### config.mk
export PLATFORM = sky130hd
export DESIGN_NAME = secret_op_sequencer
export DESIGN_NICKNAME = d
export VERILOG_FILES = /design/src/rtl/secret_seq_pkg.sv /design/src/rtl/rr_arbiter.sv /design/src/rtl/secret_op_sequencer.sv
export SDC_FILE = /design/constraint.sdc
export NUM_CORES = 1
export LEC_CHECK = 0
export ABC_AREA = 1
export BUFFER_PORTS_ARGS = -buffer_cell sky130_fd_sc_hd__buf_2
export CAP_MARGIN = 40
export CORE_AREA = 2 2 168 170
export DETAILED_ROUTE_END_ITERATION = 12
export DIE_AREA = 0 0 170 172
export GPL_TIMING_DRIVEN = 0
export PLACE_DENSITY_LB_ADDON = 0.3
export SYNTH_ARGS = -nofsm -noshare
export SYNTH_HDL_FRONTEND = slang
export SYNTH_SLANG_ARGS = --single-unit
### constraint.sdc
create_clock -name clk -period 6.55 [get_ports clk]
set_clock_uncertainty 0.15 [all_clocks]
set_input_delay 0.3275 -clock clk [delete_from_list [all_inputs] [get_ports clk]]
set_output_delay 0.3275 -clock clk [all_outputs]
set_load 0.005 [all_outputs]
### src/rtl/secret_seq_pkg.sv
// ============================================================================
//  Module      : secret_seq_pkg
//  Description : Shared types and helpers for the secret datapath sequencer.
//  Revision    : 1.0 - initial release
// ============================================================================
`default_nettype none

package secret_seq_pkg;

    // Widest requester index a tag can carry; supports up to 256 requesters.
    localparam int ID_MAX_W = 8;

    typedef enum logic [1:0] {
        RUN   = 2'd0,
        DRAIN = 2'd1,
        DONE  = 2'd2
    } seq_state_t;

    typedef struct packed {
        logic                valid;
        logic [ID_MAX_W-1:0] id;
    } seq_tag_t;

    function automatic int ID_W(input int n);
        return (n > 1) ? $clog2(n) : 1;
    endfunction

endpackage

`default_nettype wire

### src/rtl/rr_arbiter.sv
// ============================================================================
//  Module      : rr_arbiter
//  Description : Combinational round-robin grant starting at a given pointer.
//  Revision    : 1.0 - initial release
// ============================================================================
`default_nettype none

module rr_arbiter
    import secret_seq_pkg::*;
#(
    parameter int NREQ = 4
) (
    input  logic [NREQ-1:0]       req,
    input  logic [ID_W(NREQ)-1:0] ptr,
    output logic [NREQ-1:0]       gnt,
    output logic [ID_W(NREQ)-1:0] idx,
    output logic                  any
);

    localparam int IDW = ID_W(NREQ);

    // Two passes: positions at/after ptr first, then the wrapped-around ones.
    always_comb begin
        gnt = '0;
        idx = '0;
        any = 1'b0;
        for (int j = 0; j < NREQ; j++) begin
            if (!any && (j >= int'(ptr)) && req[j]) begin
                any    = 1'b1;
                gnt[j] = 1'b1;
                idx    = IDW'(j);
            end
        end
        for (int j = 0; j < NREQ; j++) begin
            if (!any && (j < int'(ptr)) && req[j]) begin
                any    = 1'b1;
                gnt[j] = 1'b1;
                idx    = IDW'(j);
            end
        end
    end

endmodule

`default_nettype wire

### src/rtl/secret_op_sequencer.sv
// ============================================================================
//  Module      : secret_op_sequencer
//  Description : Round-robin operand sequencer with tagged fixed-latency return.
//  Revision    : 1.0 - initial release
// ============================================================================
`default_nettype none

module secret_op_sequencer
    import secret_seq_pkg::*;
#(
    parameter int NREQ    = 4,
    parameter int WIDTH   = 32,
    parameter int LAT     = 1,
    parameter int MAX_OPS = 4
) (
    input  logic                  clk,
    input  logic                  rst,
    input  logic [NREQ-1:0]       req_valid,
    output logic [NREQ-1:0]       req_ready,
    input  logic [NREQ*WIDTH-1:0] req_a,
    input  logic [NREQ*WIDTH-1:0] req_b,
    output logic [WIDTH-1:0]      dp_a,
    output logic [WIDTH-1:0]      dp_b,
    input  logic [WIDTH-1:0]      dp_x,
    output logic                  rsp_valid,
    output logic [ID_W(NREQ)-1:0] rsp_id,
    output logic [WIDTH-1:0]      rsp_x,
    output logic [31:0]           op_count,
    output logic                  done
);

    localparam int             IDW       = ID_W(NREQ);
    localparam logic [31:0]    C_MAX_OPS = 32'(MAX_OPS);
    localparam logic [IDW-1:0] C_LAST_ID = IDW'(NREQ - 1);

    seq_state_t       r_state;
    logic [IDW-1:0]   r_ptr;
    seq_tag_t         r_tags [LAT];
    logic [WIDTH-1:0] r_dp_a;
    logic [WIDTH-1:0] r_dp_b;
    logic             r_rsp_valid;
    logic [IDW-1:0]   r_rsp_id;
    logic [31:0]      r_op_count;
    logic             r_done;

    logic [NREQ-1:0]  w_req;
    logic [NREQ-1:0]  w_gnt;
    logic [IDW-1:0]   w_idx;
    logic             w_xfer;
    logic [WIDTH-1:0] w_a;
    logic [WIDTH-1:0] w_b;
    logic             w_pipe_busy;
    seq_tag_t         w_new_tag;
    logic             w_tag_unused;

    assign w_req = (r_state == RUN && !rst) ? req_valid : '0;

    rr_arbiter #(
        .NREQ (NREQ)
    ) u_arb (
        .req (w_req),
        .ptr (r_ptr),
        .gnt (w_gnt),
        .idx (w_idx),
        .any (w_xfer)
    );

    always_comb begin
        w_a = '0;
        w_b = '0;
        for (int i = 0; i < NREQ; i++) begin
            if (w_gnt[i]) begin
                w_a = req_a[i*WIDTH +: WIDTH];
                w_b = req_b[i*WIDTH +: WIDTH];
            end
        end
    end

    always_comb begin
        w_pipe_busy = 1'b0;
        for (int s = 0; s < LAT; s++) begin
            if (r_tags[s].valid) begin
                w_pipe_busy = 1'b1;
            end
        end
    end

    assign w_new_tag.valid = w_xfer;
    assign w_new_tag.id    = ID_MAX_W'(w_idx);

    // Only the low IDW bits of the tag id ever reach the response port.
    assign w_tag_unused = ^r_tags[LAT-1].id;

    always_ff @(posedge clk) begin
        if (rst) begin
            r_state     <= RUN;
            r_ptr       <= '0;
            r_dp_a      <= '0;
            r_dp_b      <= '0;
            r_rsp_valid <= 1'b0;
            r_rsp_id    <= '0;
            r_op_count  <= '0;
            r_done      <= 1'b0;
            for (int s = 0; s < LAT; s++) begin
                r_tags[s] <= '0;
            end
        end else begin
            r_tags[0] <= w_new_tag;
            for (int s = 1; s < LAT; s++) begin
                r_tags[s] <= r_tags[s-1];
            end
            // Extra register stage aligns the tag with dp_x (operands are registered first).
            r_rsp_valid <= r_tags[LAT-1].valid;
            r_rsp_id    <= r_tags[LAT-1].id[IDW-1:0];

            if (w_xfer) begin
                r_dp_a <= w_a;
                r_dp_b <= w_b;
                r_ptr  <= (w_idx == C_LAST_ID) ? '0 : w_idx + IDW'(1);
                if (r_op_count != '1) begin
                    r_op_count <= r_op_count + 32'd1;
                end
            end

            case (r_state)
                RUN: begin
                    if ((MAX_OPS != 0) && w_xfer && (r_op_count + 32'd1 == C_MAX_OPS)) begin
                        r_state <= DRAIN;
                    end
                end
                DRAIN: begin
                    if (r_rsp_valid && !w_pipe_busy) begin
                        r_state <= DONE;
                        r_done  <= 1'b1;
                    end
                end
                DONE: begin
                    r_state <= DONE;
                end
                default: begin
                    r_state <= RUN;
                end
            endcase
        end
    end

    assign req_ready = w_gnt;
    assign dp_a      = r_dp_a;
    assign dp_b      = r_dp_b;
    assign rsp_valid = r_rsp_valid;
    assign rsp_id    = r_rsp_id;
    assign rsp_x     = dp_x;
    assign op_count  = r_op_count;
    assign done      = r_done;

endmodule

`default_nettype wire

==> results of run 1 <==
[final timing paths]
kind	startpoint	endpoint	slack, ns
hold / removal	req_b[106]	dp_b[10]	0.03
setup reg to reg	r_state[0]	dp_b[3]	3.64
setup / recovery	r_state[0]	req_ready[3]	3.36
hold reg to reg	r_tags[0][1]	rsp_id[1]	0.25
[cells by family (layout without fill, tap and decap cells)]
family,after synthesis,after routing,synth area share
buffers and inverters,185,598,0.137
XOR/XNOR,3,3,0.00412
AO/OA/AOI/OAI,201,201,0.164
AND/OR/NAND/NOR,532,532,0.349
adder cells (fa/ha/maj),5,5,0.00982
other,0,4,0
flip-flops,107,107,0.336
[report_power, final]
part | switching [mW] | total (mW) | internal [mW]
combinational | 0.914 | 1.51 | 0.595
sequential | 0.197 | 1.12 | 0.921
clock | 0.286 | 0.560 | 0.274
[metal layers]
layer | routed length [µm] | vias to the layer above | track usage
li1 | - | 4113 | -
met1 | 12500 | 3794 | 0.248
met2 | 14400 | 346 | 0.324
met3 | 2240 | 43 | 0.0462
met4 | 828 | 2 | 0.0721
met5 | 13 | - | 0
[critical path, cell delays in order (launching register included)]
cell and delay [ns]:
dfxtp_1 0.36, inv_1 0.07, ha_1 0.23, and3_1 0.21
o21ai_1 0.15, nand2_1 0.09, nor2_1 0.52, clkbuf_1 0.51
buf_2 0.22
[per-stage QoR]
step	cell area, µm²	total power, mW	setup slack (ns)	instances
final	9090	3.19	3.36	1796
after global routing	9090	3.47	3.00	1796
after CTS	9080	3.22	3.20	1792
after detailed placement	8790	2.65	3.57	1776
after global placement	8790	2.63	3.62	1776
after floorplan	6370	1.94	4.39	1033
[cells in the mapped netlist, drive strengths merged]
library cell,instances
buf,54
dfxtp,107
nor2,87
clkbuf,23
ha,5
a21oi,77
nand3,80
a31oi,14
nand4,10
nand3b,11
nor3,4
o211ai,1
inv,108
o21ai,104
nand2,339
xnor2,1
xor2,2
and3,1
a211oi,5
[registers in the layout, summed over array words and instances, names as in the netlist]
signal,count
r_state,2
dp_b,32
r_tags,3
op_count,32
done,1
r_ptr,2
dp_a,32
rsp_valid,1
rsp_id,2
[area by class of cell]
type / instances / area share
flip-flops and latches: 107 / 0.236
plain buffers: 77 / 0.0515
diodes: 4 / 0.00110
clock buffers: 10 / 0.0263
inverters: 108 / 0.0446
repair buffers: 397 / 0.219
well taps: 346 / 0.0476
multi-input cells: 741 / 0.369
clock inverters: 6 / 0.00537
[cell usage in the layout (no fill, tap or decap), drive strengths merged]
cell / instances
o211ai: 1
a31oi: 14
inv: 110
clkinvlp: 2
ha: 5
xnor2: 1
nand3b: 11
a211oi: 5
nand3: 80
o21ai: 104
nand2: 339
and3: 1
clkbuf: 33
diode: 4
a21oi: 77
nand4: 10
xor2: 2
dfxtp: 107
nor3: 4
clkinv: 2
nor2: 87
buf: 451
==> reports/results.txt, run 1 <==
outcome -> finished, final reports clean
Post-DP HPWL -> 24700 µm
Row Count -> 61
fin nets -> 1740
# DRC -> 0
WHS -> 0.0266 ns
first-pass GRT wire length -> 42800 µm
startpoint types -> register
DR iter-0 viols -> 479
Setup TNS -> 0 ns
Reg2Reg Depth -> 12
Slew HR -> 0.555
Leak Pwr -> 4.58 nW
# IOs -> 430
initial core utilization -> 0.232
routability cong. -> 0.932
DIE AREA -> 29200 µm²
Synth Warn # -> 0
clock tree buffer depth -> 2
routed length per instance -> 16.7 µm
Peak VDD IR -> 0.162 mV
#FFs+latches synth -> 107
CP Capture Type -> output port
Crit Path Max Fanout -> 10
Worst-path clk slew -> 0.08 ns
share of cells above drive strength 1 -> 0.335
clk_lat worst skew -> 0.36 ns
htree depth -> 3
hold-fix buffers at CTS -> 0
die width -> 170 µm
Synth Cell Area -> 6370 µm²
kind of critical path -> reg2out
minimum clock period -> 3.19 ns
top-area cell type share of the netlist area -> 0.336
core box area -> 27500 µm²
largest cells by area after synthesis -> dfxtp_1 34%, nand2_1 20%, nand3_1 6.2%, inv_1 6.1%, a21oi_1 6.0%
vias in the first global route -> 7530
die height -> 172 µm
Avg Synthesized Cell Area -> 6.17 µm²
total global routing overflow -> 0
Seq/Total Area, Yosys -> 0.336
synth-to-layout area growth -> 42.7%
Arrival @ worst endpoint -> 2.71 ns
initial antenna violation count -> 6
Root Buffer -> clkbuf_16
pwr dens -> 351 nW/µm²
f_max -> 0.314 GHz
Post-CTS Setup Repair Bufs -> 0
Post-Synthesis Cells -> 1033
area of the multi-input gates -> 3360 µm²
ANT nets after route -> 0
final hold vios -> 0
MaxCap Viol Count -> 0
synth unique cells -> 30
CTS tree -> built
drt first pass iters -> 4
post-CTS sizing -> 0
Final period util -> 0.486
worst-margin pin slew -> 0.665 ns
vias per cell -> 4.62
clock net sink count -> 107
GRT Overall Usage -> 0.195
required time worst endpoint -> 6.07 ns
IO Port Bufs -> 397
Post-Route Utilization -> 0.331
final setup fails -> 0
sequential standard cell area -> 2140 µm²
# fillers -> 3120
Final Slew Violations -> 0
final WL -> 30000 µm
Hold Path Cell Cnt -> 3
via count -> 8298
largest net degree at the start of global routing -> 19
RSZ-0062 raised after global routing -> false
Post-Syn Nets -> 1332
worst hold path class -> in2reg
CTS Buf Count -> 9
cell taking the most area after synthesis -> dfxtp_1
Note: power is estimated with default switching activity, not from simulation.
==> run 2, diff against run 1 <==
==> constraint.sdc (replaced) <==
create_clock -name clk -period 2.8 [get_ports clk]
set_clock_uncertainty 0.15 [all_clocks]
set_input_delay 0.14 -clock clk [delete_from_list [all_inputs] [get_ports clk]]
set_output_delay 0.14 -clock clk [all_outputs]
set_load 0.005 [all_outputs]
==> run 2 against run 1 <==
Via count increased by 16%. Global-route usage increased by 2.8 points. Non-clock buffer count increased by 221. Register-to-register slack got worse by 3.5 ns. Sequential power increased by 130%. Utilization increased by 8.6 points. Critical path type is now reg2reg. Critical endpoint is now dp_b[7]. Highest routed layer is now met4.
==> reports/results.txt, run 2 (synthesis results as in run 1) <==
synth-to-layout area growth -> 79.7%
Crit Path Max Fanout -> 10 (unchanged)
Final Slew Violations -> 0 (unchanged)
first-pass GRT wire length -> 49900 µm (+16%)
Worst-path clk slew -> 0.08 ns (about the same)
placed cell area -> 8790 µm² (unchanged)
outcome -> finished, final reports clean
minimum clock period -> 2.65 ns
worst r2r src -> r_state[1]
total global routing overflow -> 0 (unchanged)
Post-Route Utilization -> 0.417 (+0.0859)
share of cells above drive strength 1 -> 0.311 (-0.0241)
vias in the first global route -> 9311 (+24%)
# IOs -> 430 (unchanged)
Arrival @ worst endpoint -> 2.73 ns (+0.02 ns)
routability cong. -> 0.932 (unchanged)
Hold Path Cell Cnt -> 5 (+2)
most frequent cells in the layout -> 407 x buf_2, 334 x nand2_1, 217 x dlygate4sd3_1
Hold Path End -> dp_b[27]
Row Count -> 61 (unchanged)
kind of critical path -> reg2reg
DR iter-0 viols -> 661 (+38%)
Leak Pwr -> 5.57 nW (+22%)
most common cell after layout, fill and taps aside -> buf_2
final instance area -> 11400 µm² (+26%)
drt first pass iters -> 5 (+1)
ANT nets after route -> 0 (unchanged)
largest net degree at the start of global routing -> 19 (unchanged)
WHS -> 0.00667 ns (-0.0200 ns)
r2r endpoint -> dp_b[7]
initial core utilization -> 0.232 (unchanged)
Peak VDD IR -> 0.374 mV (+130%)
vias per cell -> 4.76 (+3.1%)
Root Buffer -> clkbuf_16
clock tree buffer depth -> 2 (unchanged)
final hold vios -> 0 (unchanged)
reg2reg setup slack -> 0.15 ns (-3.49 ns)
fin nets -> 1961 (+13%)
CTS Buf Count -> 9 (unchanged)
die width -> 170 µm (unchanged)
via count -> 9614 (+16%)
clock net sink count -> 107 (unchanged)
f_max -> 0.378 GHz
dpl cells -> 1776 (unchanged)
IO Port Bufs -> 397 (unchanged)
die height -> 172 µm (unchanged)
initial antenna violation count -> 4 (-2)
DIE AREA -> 29200 µm² (unchanged)
clk_lat worst skew -> 0.36 ns (about the same)
required time worst endpoint -> 2.89 ns (-3.18 ns)
htree depth -> 3 (unchanged)
Slew HR -> 0.590 (+0.0346)
worst hold path class -> in2reg
hold_sp -> req_b[59]
CTS tree -> built
Finished Layout Cells -> 2019 (+12%)
Post-DP HPWL -> 24700 µm (unchanged)
final setup fails -> 0 (unchanged)
routed length per instance -> 17.1 µm (+2.3%)
# DRC -> 0 (unchanged)
CP Capture Type -> register
MaxCap Viol Count -> 0 (unchanged)
Final period util -> 0.945
core box area -> 27500 µm² (unchanged)
final WL -> 34500 µm (+15%)
Setup TNS -> 0 ns (unchanged)
Reg2Reg Depth -> 17 (+5)
GRT Overall Usage -> 0.223 (+0.0278)
pwr dens -> 694 nW/µm² (+98%)
startpoint types -> register
worst-margin pin slew -> 0.615 ns (-0.0494 ns)
==> run 2: cell count changes in the layout (fill, tap and decap cells not counted), moves of 4 or more <==
| cell | delta |
|---|---|
| a21oi_1 | -4 |
| clkbuf_1 | -11 |
| buf_2 | -4 |
| dlygate4sd3_1 | +217 |
| nor2_4 | +5 |
| nor2_1 | -5 |
| clkbuf_2 | +11 |
==> run 2: worst max-delay path, cell delays in order (launching register included) <==
cell     delay, ns
dfxtp_1       0.31
inv_1         0.10
ha_2          0.21
inv_2         0.05
nor2_4        0.11
nand2_1       0.13
nor2_4        0.15
nor2_4        0.05
nand3_2       0.11
nor2_1        0.05
nand2_1       0.09
nand2_2       0.09
buf_6         0.17
buf_2         0.20
nand2_1       0.09
nand3_1       0.11
a21oi_2       0.26
o21ai_1       0.10
==> run 2: power breakdown <==
group / internal, mW / switching (mW) / total [mW]
logic: 1.67 / 2.32 / 3.99
registers: 2.16 / 0.473 / 2.63
clock network: 0.641 / 0.677 / 1.32
total: 4.47 / 3.47 / 7.94
==> run 2: metrics by stage <==
step | worst slack [ns] | power, mW
after global routing | -0.109 | 8.58
after global placement | -0.108 | 6.14
final | 0.155 | 7.94
after CTS | 0.00459 | 7.79
after floorplan | 0.639 | 4.53
after detailed placement | -0.179 | 6.19
==> run 2: layer usage <==
metal	up-vias	routed length [µm]	GRT usage
met5	-	0	0
met4	0	1680	0.104
met3	131	3160	0.0629
met2	572	16500	0.377
met1	4353	13200	0.263
li1	4558	-	-
==> run 2: what timing repair did <==
action | 4_1_cts | 5_1_grt
hold buffers | 217 | 0
pin swaps | 0 | 1
buffers inserted | 0 | 4
endpoints found under the hold margin | 72 | 0
setup endpoints to repair | 29 | 80
gates resized for setup | 10 | 46
==> run 2: layout make-up <==
cell class	count	area (µm²)
flip-flops and latches	107	2150
plain buffers	77	526
well taps	346	433
repair buffers	618	4190
clock inverters	6	48.8
diodes	6	15.0
clock buffers	10	239
fillers	2812	16000
multi-input cells	741	3450
inverters	108	405
==> run 2: worst max-delay path by stage <==
stage | from | to
6_report | r_state[1] | dp_b[7]
5_1_grt | r_state[1] | dp_b[5]
4_1_cts | r_state[1] | dp_b[18]
3_5_place_dp | r_state[0] | dp_a[14]
3_3_place_gp | r_state[0] | dp_a[14]
2_1_floorplan | r_state[0] | dp_a[0]
==> run 3, diff against run 2 <==
--- a/config.mk
+++ b/config.mk
@@ -12,6 +12,7 @@
 export DETAILED_ROUTE_END_ITERATION = 12
 export DIE_AREA = 0 0 170 172
 export GPL_TIMING_DRIVEN = 0
+export MAX_ROUTING_LAYER = met4
 export PLACE_DENSITY_LB_ADDON = 0.3
 export SYNTH_ARGS = -nofsm -noshare
 export SYNTH_HDL_FRONTEND = slang
==> run 3 against run 2 <==
Global-route usage increased by 0.54 points. Wire length decreased by 0.13%. Largest cell class unchanged. Critical endpoint is now dp_a[23]. Utilization decreased by 0.11 points. Combinational power about the same. Count of clock-buffer cells in the layout up 1. Critical path type unchanged.
==> reports/results.txt, run 3 (synthesis results as in run 1) <==
htree depth -> 3 (unchanged)
Post-DP HPWL -> 24700 µm (about the same)
core box area -> 27500 µm² (unchanged)
Final Slew Violations -> 0 (unchanged)
die height -> 172 µm (unchanged)
Hold Path End -> dp_b[26]
share of cells above drive strength 1 -> 0.310 (-0.00143)
initial antenna violation count -> 3 (-1)
total global routing overflow -> 0 (unchanged)
synth-to-layout area growth -> 79.2%
CTS Buf Count -> 9 (unchanged)
reg2reg setup slack -> 0.18 ns (+0.03 ns)
ANT nets after route -> 0 (unchanged)
most common cell after layout, fill and taps aside -> buf_2
final setup fails -> 0 (unchanged)
clock tree buffer depth -> 2 (unchanged)
# IOs -> 430 (unchanged)
Crit Path Max Fanout -> 7 (-3)
Finished Layout Cells -> 2015 (-0.20%)
vias per cell -> 4.70 (-1.3%)
largest net degree at the start of global routing -> 18 (-1)
# DRC -> 0 (unchanged)
Final period util -> 0.935 (-0.00947)
dpl cells -> 1776 (unchanged)
Leak Pwr -> 5.55 nW (-0.27%)
# fillers -> 2798 (-0.50%)
total power -> 7.91 mW (-0.44%)
required time worst endpoint -> 2.93 ns (+0.04 ns)
minimum clock period -> 2.62 ns (-0.0265 ns)
Peak VDD IR -> 0.338 mV (-9.5%)
routability cong. -> 0.947 (+1.6%)
startpoint types -> register
r2r endpoint -> dp_a[23]
final hold vios -> 0 (unchanged)
routed length per instance -> 17.1 µm (about the same)
Row Count -> 61 (unchanged)
CTS tree -> built
GRT Overall Usage -> 0.229 (+0.00536)
first-pass GRT wire length -> 49500 µm (-0.68%)
initial core utilization -> 0.232 (unchanged)
worst hold path class -> in2reg
Slew HR -> 0.568 (-0.0219)
sequential standard cell area -> 2140 µm² (-0.12%)
clock net sink count -> 107 (unchanged)
vias in the first global route -> 9252 (-0.63%)
outcome -> finished, final reports clean
RSZ-0062 raised after global routing -> true
hold_sp -> req_b[58]
fin nets -> 1959 (-0.10%)
f_max -> 0.382 GHz (+1.0%)
Reg2Reg Depth -> 17 (unchanged)
die width -> 170 µm (unchanged)
DIE AREA -> 29200 µm² (unchanged)
kind of critical path -> reg2reg
CP Capture Type -> register
final WL -> 34500 µm (-0.13%)
Hold Path Cell Cnt -> 5 (unchanged)
most frequent cells in the layout -> 408 x buf_2, 334 x nand2_1, 215 x dlygate4sd3_1
IO Port Bufs -> 397 (unchanged)
worst-margin pin slew -> 0.648 ns (+0.0328 ns)
drt first pass iters -> 6 (+1)
area of the multi-input gates -> 3430 µm² (-0.36%)
pwr dens -> 693 nW/µm² (-0.16%)
DR iter-0 viols -> 632 (-4.4%)
Arrival @ worst endpoint -> 2.75 ns (+0.02 ns)
clk_lat worst skew -> 0.36 ns (about the same)
via count -> 9468 (-1.5%)
Worst-path clk slew -> 0.08 ns (about the same)
worst r2r src -> r_state[1]
Root Buffer -> clkbuf_16
MaxCap Viol Count -> 0 (unchanged)
run 3: cell types whose count changed in the layout (fill, tap and decap cells not counted), moves of 2 or more:
cell	change
dfxtp_2	-2
buf_12	+2
dfxtp_1	+2
a21oi_2	+3
clkbuf_1	+2
diode_2	-2
clkbuf_2	-2
nor2_4	-2
dlygate4sd3_1	-2
a21oi_1	-2
run 3: critical path, stage by stage (launching register included):
cell and delay [ns]:
dfxtp_1 0.33, inv_1 0.07, ha_2 0.20, inv_2 0.07
nor2_4 0.04, nand2_2 0.11, nor2_4 0.05, nor2_4 0.11
nand3_2 0.12, nor3_4 0.29, inv_2 0.09, o21ai_4 0.21
buf_8 0.18, buf_4 0.13, nand2_1 0.05, nand3_1 0.17
a21oi_1 0.07, o21ai_0 0.09
run 3: layout make-up:
class	instances	area share
clock buffers	11	0.0213
well taps	346	0.0379
repair buffers	616	0.366
inverters	108	0.0355
diodes	4	0.000877
plain buffers	77	0.0464
clock inverters	5	0.00329
multi-input cells	741	0.301
flip-flops and latches	107	0.188
run 3: per-stage QoR:
step                setup WS, ns  instance area (µm²)  TNS, ns  utilization  hold slack, ns
floorplan                  0.639                 6370        0            -           0.108
global placement          -0.118                 8790   -0.319        0.320           0.201
detailed placement        -0.146                 8790    -1.04        0.320           0.207
CTS                       0.0109                11200        0        0.409        0.000111
global route             -0.0314                11400  -0.0571        0.415          0.0165
finish                     0.181                11400        0        0.416         0.00615
run 3: worst max path at each step:
stage                     from  endpoint  slack (ns)  cells after the start
floorplan           r_state[0]   dp_a[0]        0.64                     14
global placement    r_state[0]  dp_a[14]       -0.12                     10
detailed placement  r_state[0]  dp_a[14]       -0.15                     10
CTS                 r_state[1]  dp_b[18]        0.01                     17
global route        r_state[1]   dp_b[5]       -0.03                     17
finish              r_state[1]  dp_a[23]        0.18                     17
run 3: layer usage:
layer,track usage,part of all wire,vias up
met5,-,0,-
met4,0.104,0.045,0
met3,0.0648,0.091,141
met2,0.382,0.48,515
met1,0.255,0.38,4257
li1,-,-,4555
run 3: what timing repair did:
item                                    in CTS  in global routing
endpoints found under the setup margin      31                 76
gates resized for setup                     12                 41
gates cloned                                 0                  0
pin swaps                                    0                  1
endpoints found under the hold margin       71                  0
hold buffers                               215                  0
buffers inserted                             0                  4
run 3: power breakdown:
group          total (mW)  internal (mW)  switching [mW]
Sequential           2.63           2.16           0.473
Clock                1.28          0.635           0.650
Combinational        3.99           1.68            2.31
Total                7.91           4.47            3.44
